$ cat config.mk
export PLATFORM = sky130hd
export DESIGN_NAME = dfd_tt_debug_bus_mux_gen2
export DESIGN_NICKNAME = d
export VERILOG_FILES = /design/src/rtl/dfd_tt_dbm_pkg.sv /design/src/rtl/dfd_tt_dbm_pattern_gen.sv /design/src/rtl/dfd_tt_debug_bus_mux_gen2.sv
export SDC_FILE = /design/constraint.sdc
export NUM_CORES = 1
export LEC_CHECK = 0
export CAP_MARGIN = 20
export CORE_MARGIN = 1
export CORE_UTILIZATION = 52
export CTS_BUF_LIST = sky130_fd_sc_hd__clkbuf_8
export DETAILED_ROUTE_END_ITERATION = 10
export GPL_TIMING_DRIVEN = 1
export PLACE_DENSITY = 0.77
export SYNTH_ARGS = -nofsm -noshare
export SYNTH_HDL_FRONTEND = slang
export SYNTH_SLANG_ARGS = --single-unit
export TNS_END_PERCENT = 20
$ cat constraint.sdc
create_clock -name clk -period 3.19 [get_ports clk]
set_input_delay 0.638 -clock clk [delete_from_list [all_inputs] [get_ports clk]]
set_output_delay 0.638 -clock clk [all_outputs]
set_load 0.02 [all_outputs]
$ cat src/rtl/dfd_tt_dbm_pkg.sv
// Shared types and constants for the second-generation debug bus mux.
//   dbm_mode_e    : output source modes selected by a WR_MODE transfer
//   dbm_cfg_op_e  : opcodes on the serial config port
//   dbm_state_e   : IDLE / SETTLE / ACTIVE control state
//   DBM_LFSR_*    : seed and tap mask of the 16-bit pattern LFSR
package dfd_tt_dbm_pkg;

    typedef enum logic [2:0] {
        DBM_MODE_OFF    = 3'd0,
        DBM_MODE_FUNC   = 3'd1,
        DBM_MODE_ID     = 3'd2,
        DBM_MODE_TOGGLE = 3'd3,
        DBM_MODE_WALK   = 3'd4,
        DBM_MODE_LFSR   = 3'd5,
        DBM_MODE_FREEZE = 3'd6,
        DBM_MODE_RSVD   = 3'd7
    } dbm_mode_e;

    typedef enum logic [1:0] {
        DBM_OP_WR_MODE = 2'd0,
        DBM_OP_WR_SEL  = 2'd1,
        DBM_OP_COMMIT  = 2'd2,
        DBM_OP_RSVD    = 2'd3
    } dbm_cfg_op_e;

    typedef enum logic [1:0] {
        DBM_IDLE   = 2'd0,
        DBM_SETTLE = 2'd1,
        DBM_ACTIVE = 2'd2
    } dbm_state_e;

    // x^16+x^14+x^13+x^11+1 in right-shifting Fibonacci form: the new MSB is
    // the XOR of bits 0, 2, 3 and 5 of the current state.
    localparam logic [15:0] DBM_LFSR_SEED = 16'hACE1;
    localparam logic [15:0] DBM_LFSR_TAPS = 16'h002D;

    function automatic logic [15:0] dbm_lfsr_next(input logic [15:0] s);
        return {^(s & DBM_LFSR_TAPS), s[15:1]};
    endfunction

    // Code 7 is folded onto OFF so that "mode changed" compares are exact.
    function automatic dbm_mode_e dbm_norm_mode(input logic [2:0] code);
        if (code == 3'd7) begin
            return DBM_MODE_OFF;
        end
        return dbm_mode_e'(code);
    endfunction

endpackage

$ cat src/rtl/dfd_tt_dbm_pattern_gen.sv
// Built-in pattern sources for the debug bus mux: ID, TOGGLE, WALK, LFSR.
// Ports:
//   clk, reset : clock and synchronous active-high reset
//   mode       : current DBM mode (dbm_mode_e encoding)
//   active     : high during ACTIVE cycles; generators advance only then
//   restart    : returns every generator to its start value
//   pattern    : W-bit pattern for the current mode, 0 for non-pattern modes
module dfd_tt_dbm_pattern_gen
    import dfd_tt_dbm_pkg::*;
#(
    parameter int W          = 64,
    parameter int LANE_WIDTH = 8,
    parameter int ID_VALUE   = 0
) (
    input  logic         clk,
    input  logic         reset,
    input  logic [2:0]   mode,
    input  logic         active,
    input  logic         restart,
    output logic [W-1:0] pattern
);

    logic [W-1:0] id_pattern;
    logic [W-1:0] lfsr_wide;
    logic [W-1:0] walk_reg;
    logic [15:0]  lfsr_reg;
    logic         toggle_reg;

    always_comb begin
        id_pattern = '0;
        id_pattern[LANE_WIDTH-1:0] = LANE_WIDTH'(ID_VALUE);
    end

    // LFSR state replicated across the bus; the top copy is truncated.
    for (genvar gi = 0; gi < W; gi++) begin : g_lfsr_rep
        assign lfsr_wide[gi] = lfsr_reg[gi % 16];
    end

    always_ff @(posedge clk) begin
        if (reset || restart) begin
            toggle_reg <= 1'b0;
            walk_reg   <= W'(1);
            lfsr_reg   <= DBM_LFSR_SEED;
        end else if (active) begin
            case (mode)
                DBM_MODE_TOGGLE: toggle_reg <= ~toggle_reg;
                DBM_MODE_WALK:   walk_reg   <= {walk_reg[W-2:0], walk_reg[W-1]};
                DBM_MODE_LFSR:   lfsr_reg   <= dbm_lfsr_next(lfsr_reg);
                default: ;
            endcase
        end
    end

    always_comb begin
        pattern = '0;
        case (mode)
            DBM_MODE_ID:     pattern = id_pattern;
            DBM_MODE_TOGGLE: pattern = toggle_reg ? ~id_pattern : id_pattern;
            DBM_MODE_WALK:   pattern = walk_reg;
            DBM_MODE_LFSR:   pattern = lfsr_wide;
            default:         pattern = '0;
        endcase
    end

endmodule

$ cat src/rtl/dfd_tt_debug_bus_mux_gen2.sv
// Second-generation debug bus mux. Selects NUM_OUTPUT_LANES lanes out of
// NUM_INPUT_LANES onto the debug bus, or drives a built-in pattern, through a
// PIPE_STAGES-deep output register chain with a parallel valid chain.
// Ports:
//   clk, reset        : clock, synchronous active-high reset
//   cfg_valid/ready   : config handshake (transfer on valid & ready)
//   cfg_id            : target DBM ID; other IDs complete with no effect
//   cfg_op            : WR_MODE / WR_SEL / COMMIT / reserved
//   cfg_lane          : output lane for WR_SEL
//   cfg_data          : mode in [2:0] or lane select in [SEL_WIDTH-1:0]
//   debug_signals_in  : input lanes
//   debug_bus_out     : debug bus
//   debug_bus_valid   : bus carries settled data for the current mode
//   debug_clken       : clock enable for upstream tap flops
module dfd_tt_debug_bus_mux_gen2
    import dfd_tt_dbm_pkg::*;
#(
    parameter int LANE_WIDTH       = 8,
    parameter int NUM_INPUT_LANES  = 16,
    parameter int NUM_OUTPUT_LANES = 8,
    parameter int DEBUG_MUX_ID     = 0,
    parameter int ID_WIDTH         = 6,
    parameter int PIPE_STAGES      = 1,
    localparam int SEL_WIDTH = ($clog2(NUM_INPUT_LANES-NUM_OUTPUT_LANES+1) > 1) ?
                               $clog2(NUM_INPUT_LANES-NUM_OUTPUT_LANES+1) : 1,
    localparam int LANE_IDX_W = ($clog2(NUM_OUTPUT_LANES) > 1) ? $clog2(NUM_OUTPUT_LANES) : 1,
    localparam int W          = LANE_WIDTH*NUM_OUTPUT_LANES
) (
    input  logic                                  clk,
    input  logic                                  reset,
    input  logic                                  cfg_valid,
    output logic                                  cfg_ready,
    input  logic [ID_WIDTH-1:0]                   cfg_id,
    input  logic [1:0]                            cfg_op,
    input  logic [LANE_IDX_W-1:0]                 cfg_lane,
    input  logic [7:0]                            cfg_data,
    input  logic [NUM_INPUT_LANES*LANE_WIDTH-1:0] debug_signals_in,
    output logic [W-1:0]                          debug_bus_out,
    output logic                                  debug_bus_valid,
    output logic                                  debug_clken
);

    localparam int EXTRA_LANES = NUM_INPUT_LANES - NUM_OUTPUT_LANES;
    // cfg_ready stays low for the SETTLE cycle plus the pipeline fill.
    localparam logic [2:0] BUSY_LOAD = 3'(PIPE_STAGES + 1);

    dbm_mode_e      mode_reg;
    dbm_mode_e      new_mode;
    dbm_state_e     state_reg;
    dbm_state_e     state_next;
    logic [2:0]     busy_cnt_reg;
    logic [SEL_WIDTH-1:0] shadow_sel_reg [NUM_OUTPUT_LANES];
    logic [SEL_WIDTH-1:0] active_sel_reg [NUM_OUTPUT_LANES];

    logic           xfer;
    logic           hit;
    logic           mode_change;
    logic           sel_write;
    logic           commit;
    logic           src_enable;
    logic           src_valid;
    logic [W-1:0]   func_bus;
    logic [W-1:0]   pattern;
    logic [W-1:0]   src_data;
    logic           cfg_data_unused;

    // ---------------- config decode ----------------
    assign cfg_ready   = (busy_cnt_reg == 3'd0);
    assign xfer        = cfg_valid && cfg_ready;
    assign hit         = xfer && (cfg_id == ID_WIDTH'(DEBUG_MUX_ID));
    assign new_mode    = dbm_norm_mode(cfg_data[2:0]);
    assign mode_change = hit && (cfg_op == DBM_OP_WR_MODE) && (new_mode != mode_reg);
    assign sel_write   = hit && (cfg_op == DBM_OP_WR_SEL);
    assign commit      = hit && (cfg_op == DBM_OP_COMMIT);
    assign cfg_data_unused = ^cfg_data;

    always_ff @(posedge clk) begin
        if (reset) begin
            mode_reg     <= DBM_MODE_OFF;
            busy_cnt_reg <= 3'd0;
        end else begin
            if (mode_change) begin
                mode_reg     <= new_mode;
                busy_cnt_reg <= BUSY_LOAD;
            end else if (busy_cnt_reg != 3'd0) begin
                busy_cnt_reg <= busy_cnt_reg - 3'd1;
            end
        end
    end

    // Shadow selects are written freely; COMMIT moves all of them at once.
    always_ff @(posedge clk) begin
        if (reset) begin
            for (int l = 0; l < NUM_OUTPUT_LANES; l++) begin
                shadow_sel_reg[l] <= '0;
                active_sel_reg[l] <= '0;
            end
        end else begin
            for (int l = 0; l < NUM_OUTPUT_LANES; l++) begin
                if (sel_write && (cfg_lane == LANE_IDX_W'(l))) begin
                    shadow_sel_reg[l] <= cfg_data[SEL_WIDTH-1:0];
                end
                if (commit) begin
                    active_sel_reg[l] <= shadow_sel_reg[l];
                end
            end
        end
    end

    // ---------------- FSM ----------------
    always_ff @(posedge clk) begin
        if (reset) begin
            state_reg <= DBM_IDLE;
        end else begin
            state_reg <= state_next;
        end
    end

    always_comb begin
        state_next = state_reg;
        if (mode_change) begin
            state_next = DBM_SETTLE;
        end else begin
            case (state_reg)
                DBM_SETTLE: state_next = (mode_reg == DBM_MODE_OFF) ? DBM_IDLE : DBM_ACTIVE;
                default:    state_next = state_reg;
            endcase
        end
    end

    always_comb begin
        src_enable = 1'b0;
        src_valid  = 1'b0;
        case (state_reg)
            DBM_ACTIVE: begin
                src_enable = 1'b1;
                src_valid  = (mode_reg inside {DBM_MODE_FUNC, DBM_MODE_ID, DBM_MODE_TOGGLE,
                                               DBM_MODE_WALK, DBM_MODE_LFSR});
            end
            default: ;
        endcase
    end

    assign debug_clken = (mode_reg != DBM_MODE_OFF);

    // ---------------- lane mux ----------------
    // sel 0 keeps the lane's own input; sel n picks from the extra lanes above
    // the output count; anything past the last extra lane drives zero.
    for (genvar gi = 0; gi < NUM_OUTPUT_LANES; gi++) begin : g_lane
        logic [LANE_WIDTH-1:0] lane_val;
        always_comb begin
            lane_val = '0;
            if (active_sel_reg[gi] == '0) begin
                lane_val = debug_signals_in[gi*LANE_WIDTH +: LANE_WIDTH];
            end else begin
                for (int n = 1; n <= EXTRA_LANES; n++) begin
                    if (active_sel_reg[gi] == SEL_WIDTH'(n)) begin
                        lane_val = debug_signals_in[(NUM_OUTPUT_LANES+n-1)*LANE_WIDTH +: LANE_WIDTH];
                    end
                end
            end
        end
        assign func_bus[gi*LANE_WIDTH +: LANE_WIDTH] = lane_val;
    end

    dfd_tt_dbm_pattern_gen #(
        .W          (W),
        .LANE_WIDTH (LANE_WIDTH),
        .ID_VALUE   (DEBUG_MUX_ID)
    ) u_pattern_gen (
        .clk     (clk),
        .reset   (reset),
        .mode    (mode_reg),
        .active  (src_enable),
        .restart (mode_change),
        .pattern (pattern)
    );

    // SETTLE, IDLE and OFF all force a zero source.
    always_comb begin
        src_data = '0;
        if (src_enable) begin
            case (mode_reg)
                DBM_MODE_FUNC: src_data = func_bus;
                DBM_MODE_ID, DBM_MODE_TOGGLE, DBM_MODE_WALK, DBM_MODE_LFSR: src_data = pattern;
                default:       src_data = '0;
            endcase
        end
    end

    // ---------------- output pipeline ----------------
    // In FREEZE the first stage holds both data and valid, so a freeze entered
    // from FUNC keeps presenting the last captured sample as valid data.
    for (genvar gi = 0; gi < PIPE_STAGES; gi++) begin : g_stage
        logic [W-1:0] data_reg;
        logic         valid_reg;
        if (gi == 0) begin : g_first
            always_ff @(posedge clk) begin
                if (reset) begin
                    data_reg  <= '0;
                    valid_reg <= 1'b0;
                end else if (mode_reg != DBM_MODE_FREEZE) begin
                    data_reg  <= src_data;
                    valid_reg <= src_valid;
                end
            end
        end else begin : g_next
            always_ff @(posedge clk) begin
                if (reset) begin
                    data_reg  <= '0;
                    valid_reg <= 1'b0;
                end else begin
                    data_reg  <= g_stage[gi-1].data_reg;
                    valid_reg <= g_stage[gi-1].valid_reg;
                end
            end
        end
    end

    assign debug_bus_out   = g_stage[PIPE_STAGES-1].data_reg;
    assign debug_bus_valid = g_stage[PIPE_STAGES-1].valid_reg;

endmodule

==> results.py <==
metrics = {
    "run_status": {
        "status": "finished clean",
    },
    "sta": {
        "drv_slew": 0,
        "timing_worst_slew_pin_value_ns": 0.962,
        "skew_ns": 0.0237,
        "rsz0062_at_grt": "no",
        "setup_slack_ns": 0.361,
        "post-route-period-util_pct": 88.7,
        "fin_hold_ws_ns": 0.458,
        "fin_crit_ns": 2.83,
        "slew_headroom_pct": 35.2,
        "timing.setup.tns_ns": 0,
        "hold_viol": 0,
        "setup_viol": 0,
        "fmax_mhz": 353,
    },
    "placed_design": {
        "dp_cells": 2353,
        "hpwl_um": 48600,
        "placedInstanceArea_um2": 17200,
        "dp_slack_ns": 0.243,
        "port-buffer-count": 212,
        "place.gp.congestion": 1.11,
    },
    "global_routing": {
        "grt_pass1_vias": 15203,
        "grt_pass1_wl_um": 95400,
        "overflow": 0,
        "grt_max_degree": 70,
        "antenna_found_initial": 1,
        "grt_use_total_pct": 45.2,
    },
    "finish": {
        "antenna_cells": 0,
        "final_common_cell": "nand2_1",
        "layout-drive-gt1-share_pct": 11.8,
        "area_growth_pct": 23.5,
        "fillers": 2337,
        "final_core_util_pct": 66.1,
        "finalInstanceArea_um2": 18000,
        "fin_cells": 2421,
        "layout_common_cells": "256 x nand2_1, 211 x clkdlybuf4s50_1, 195 x a21oi_1, 171 x nor2_1, 154 x dfxtp_1",
        "nNetsFinal": 2173,
    },
    "power": {
        "switchingPower_mw": 2.01,
        "sequentialPowerShare_pct": 44.2,
        "power_density_nw_per_um2": 376,
        "p_comb_share_pct": 17.6,
        "switching_share_pct": 29.7,
        "pwr-share-clk_pct": 38.1,
        "p_int_mw": 4.75,
        "power.total_mw": 6.76,
        "p_leak_nw": 6.26,
        "ir_worst_vdd_v": 0.000403,
    },
    "synth": {
        "synth_flop_cell": "dfxtp_1",
        "synth_cells": 1863,
        "syn-cell-area_um2": 14500,
        "synth_top_area_share_pct": 21.2,
        "syn_avg_cell_area_um2": 7.81,
        "yosys_warnings": 0,
        "synth_edf_count": 64,
        "synthArstFlopShare_pct": 0,
        "synth_top_area_cell": "dfxtp_1",
        "synth_nets": 2014,
        "synth.distinct_cells": 80,
        "ys_seq_elements": 218,
        "yosysSeqAreaShare_pct": 34.4,
        "synth_top_cells_by_area": "dfxtp_1 21%, edfxtp_1 13%, a21oi_1 6.7%",
    },
    "detailed_routing": {
        "route.antenna.remaining_nets": 0,
        "drt_pass1_iterations": 6,
        "wl_per_cell_um": 27.5,
        "via_per_inst": 6.87,
        "first_iter_violations": 2687,
        "drc": 0,
        "dr_wl_met2_um": 27600,
        "met3WireLength_um": 9360,
        "drt-total-wl_um": 66500,
        "wl_met1_um": 24100,
        "vias": 16636,
        "maxUsedRoutingLayer": "met5",
    },
    "worst_setup_path": {
        "crit_chain": "nor2b_1 > a221oi_1 > o21ai_0 > a22oi_1 > o21ai_0",
        "cpLargestDelayFamily": "compound AO/OA/AOI/OAI gates",
        "cp_max_fo": 16,
        "crit_arrival_ns": 3.31,
        "crit_required_ns": 3.67,
        "max_stage_delay_ns": 0.81,
        "worstSetupStartpointType": "flop",
        "critPathSlowestCell": "o21ai_0",
        "critPathBufInv": 0,
        "critPathKind": "reg2reg",
        "crit_path_end_kind": "flop",
        "cp_common_cell": "o21ai_0",
    },
    "clock_network": {
        "clock_sink_count": 218,
        "cts_tree": "built",
        "path_clk_slew_ns": 0.06,
        "post_cts_buffers": 0,
        "clk_root_buffer_cell": "clkbuf_8",
        "cts_resized": 0,
        "clk-insertion-delay-late_ns": 0.57,
        "cts_buffers": 38,
        "holdBufCountCts": 0,
        "h-tree-depth": 2,
        "clk_path_buf_depth": 3,
    },
    "die": {
        "fp.dieW_um": 169,
        "fp.dieH_um": 169,
        "fp-row-count": 60,
        "die_area_um2": 28600,
        "core_area_um2": 27200,
        "initial_core_util_pct": 53.5,
        "num_io_pins": 217,
    },
    "hold_path": {
        "hold_class": "reg2reg",
    },
    "flow_run": {
        "max_cap_violations": 0,
    },
}
==> Yosys cell counts, types with 12 or more instances <==
cell type / instances
nand2_1: 257
a21oi_1: 195
nor2_1: 171
dfxtp_1: 154
clkbuf_1: 150
o21ai_0: 116
a221oi_1: 95
edfxtp_1: 64
mux2_2: 50
nor2b_1: 46
mux2i_1: 44
o22ai_1: 35
nand2b_1: 31
a2bb2oi_1: 30
inv_1: 29
nor3_1: 28
o221ai_1: 27
and2_1: 26
nand3_1: 26
buf_1: 24
a22oi_1: 20
buf_2: 16
a221o_1: 15
a211oi_1: 12
==> final cells by class <==
cell class / count / area (um2) / area share (%)
Clock inverter: 22 / 140 / 0.780
Sequential cell: 218 / 5000 / 27.9
Multi-Input combinational cell: 1411 / 8610 / 47.9
Clock buffer: 45 / 619 / 3.45
Inverter: 30 / 113 / 0.627
Timing Repair Buffer: 323 / 3010 / 16.8
Tap cell: 372 / 465 / 2.59
==> per-layer routing <==
metal / GRT usage, % / vias up
met2: 67.1 / 1345
met5: 1.39 / -
met4: 32.0 / 2
met1: 56.4 / 7735
met3: 12.9 / 337
li1: - / 7217
==> worst min-delay path, cell delays in order (launching register included) <==
cell and delay (ns):
dfxtp_1 0.31, nand2_1 0.06, a21oi_1 0.05
==> worst paths after layout <==
kind | from | endpoint | slack, ns | cells after the start
setup / recovery | active_sel_reg[1][4] | debug_bus_out[41] | 0.36 | 5
hold / removal | u_pattern_gen.walk_reg[0] | u_pattern_gen.walk_reg[1] | 0.46 | 2
setup reg to reg | active_sel_reg[1][4] | debug_bus_out[41] | 0.36 | 5
hold reg to reg | u_pattern_gen.walk_reg[0] | u_pattern_gen.walk_reg[1] | 0.46 | 2
==> cell families (layout without fill, tap and decap cells) <==
group / after synthesis / count (layout) / share of synthesized area, %
muxes: 96 / 96 / 7.21
adders and majority gates: 1 / 1 / 0.0860
DFF: 218 / 218 / 34.4
and+or+nand+nor: 658 / 658 / 21.2
buffers and inverters: 234 / 420 / 6.55
AOI/OAI and AO/OA: 649 / 649 / 30.1
xor gates and xnor gates: 7 / 7 / 0.421
==> power by group through the flow <==
stage                     combinational, mW  sequential (mW)  clock (mW)
final                                  1.19             2.99        2.58
after detailed placement               1.12             3.04           0
after global placement                 1.12             3.04           0
after global routing                   1.22             2.99        2.72
after floorplan                       0.611             2.98           0
after CTS                              1.13             2.98        2.60
Power figures use the tool's default switching activity.
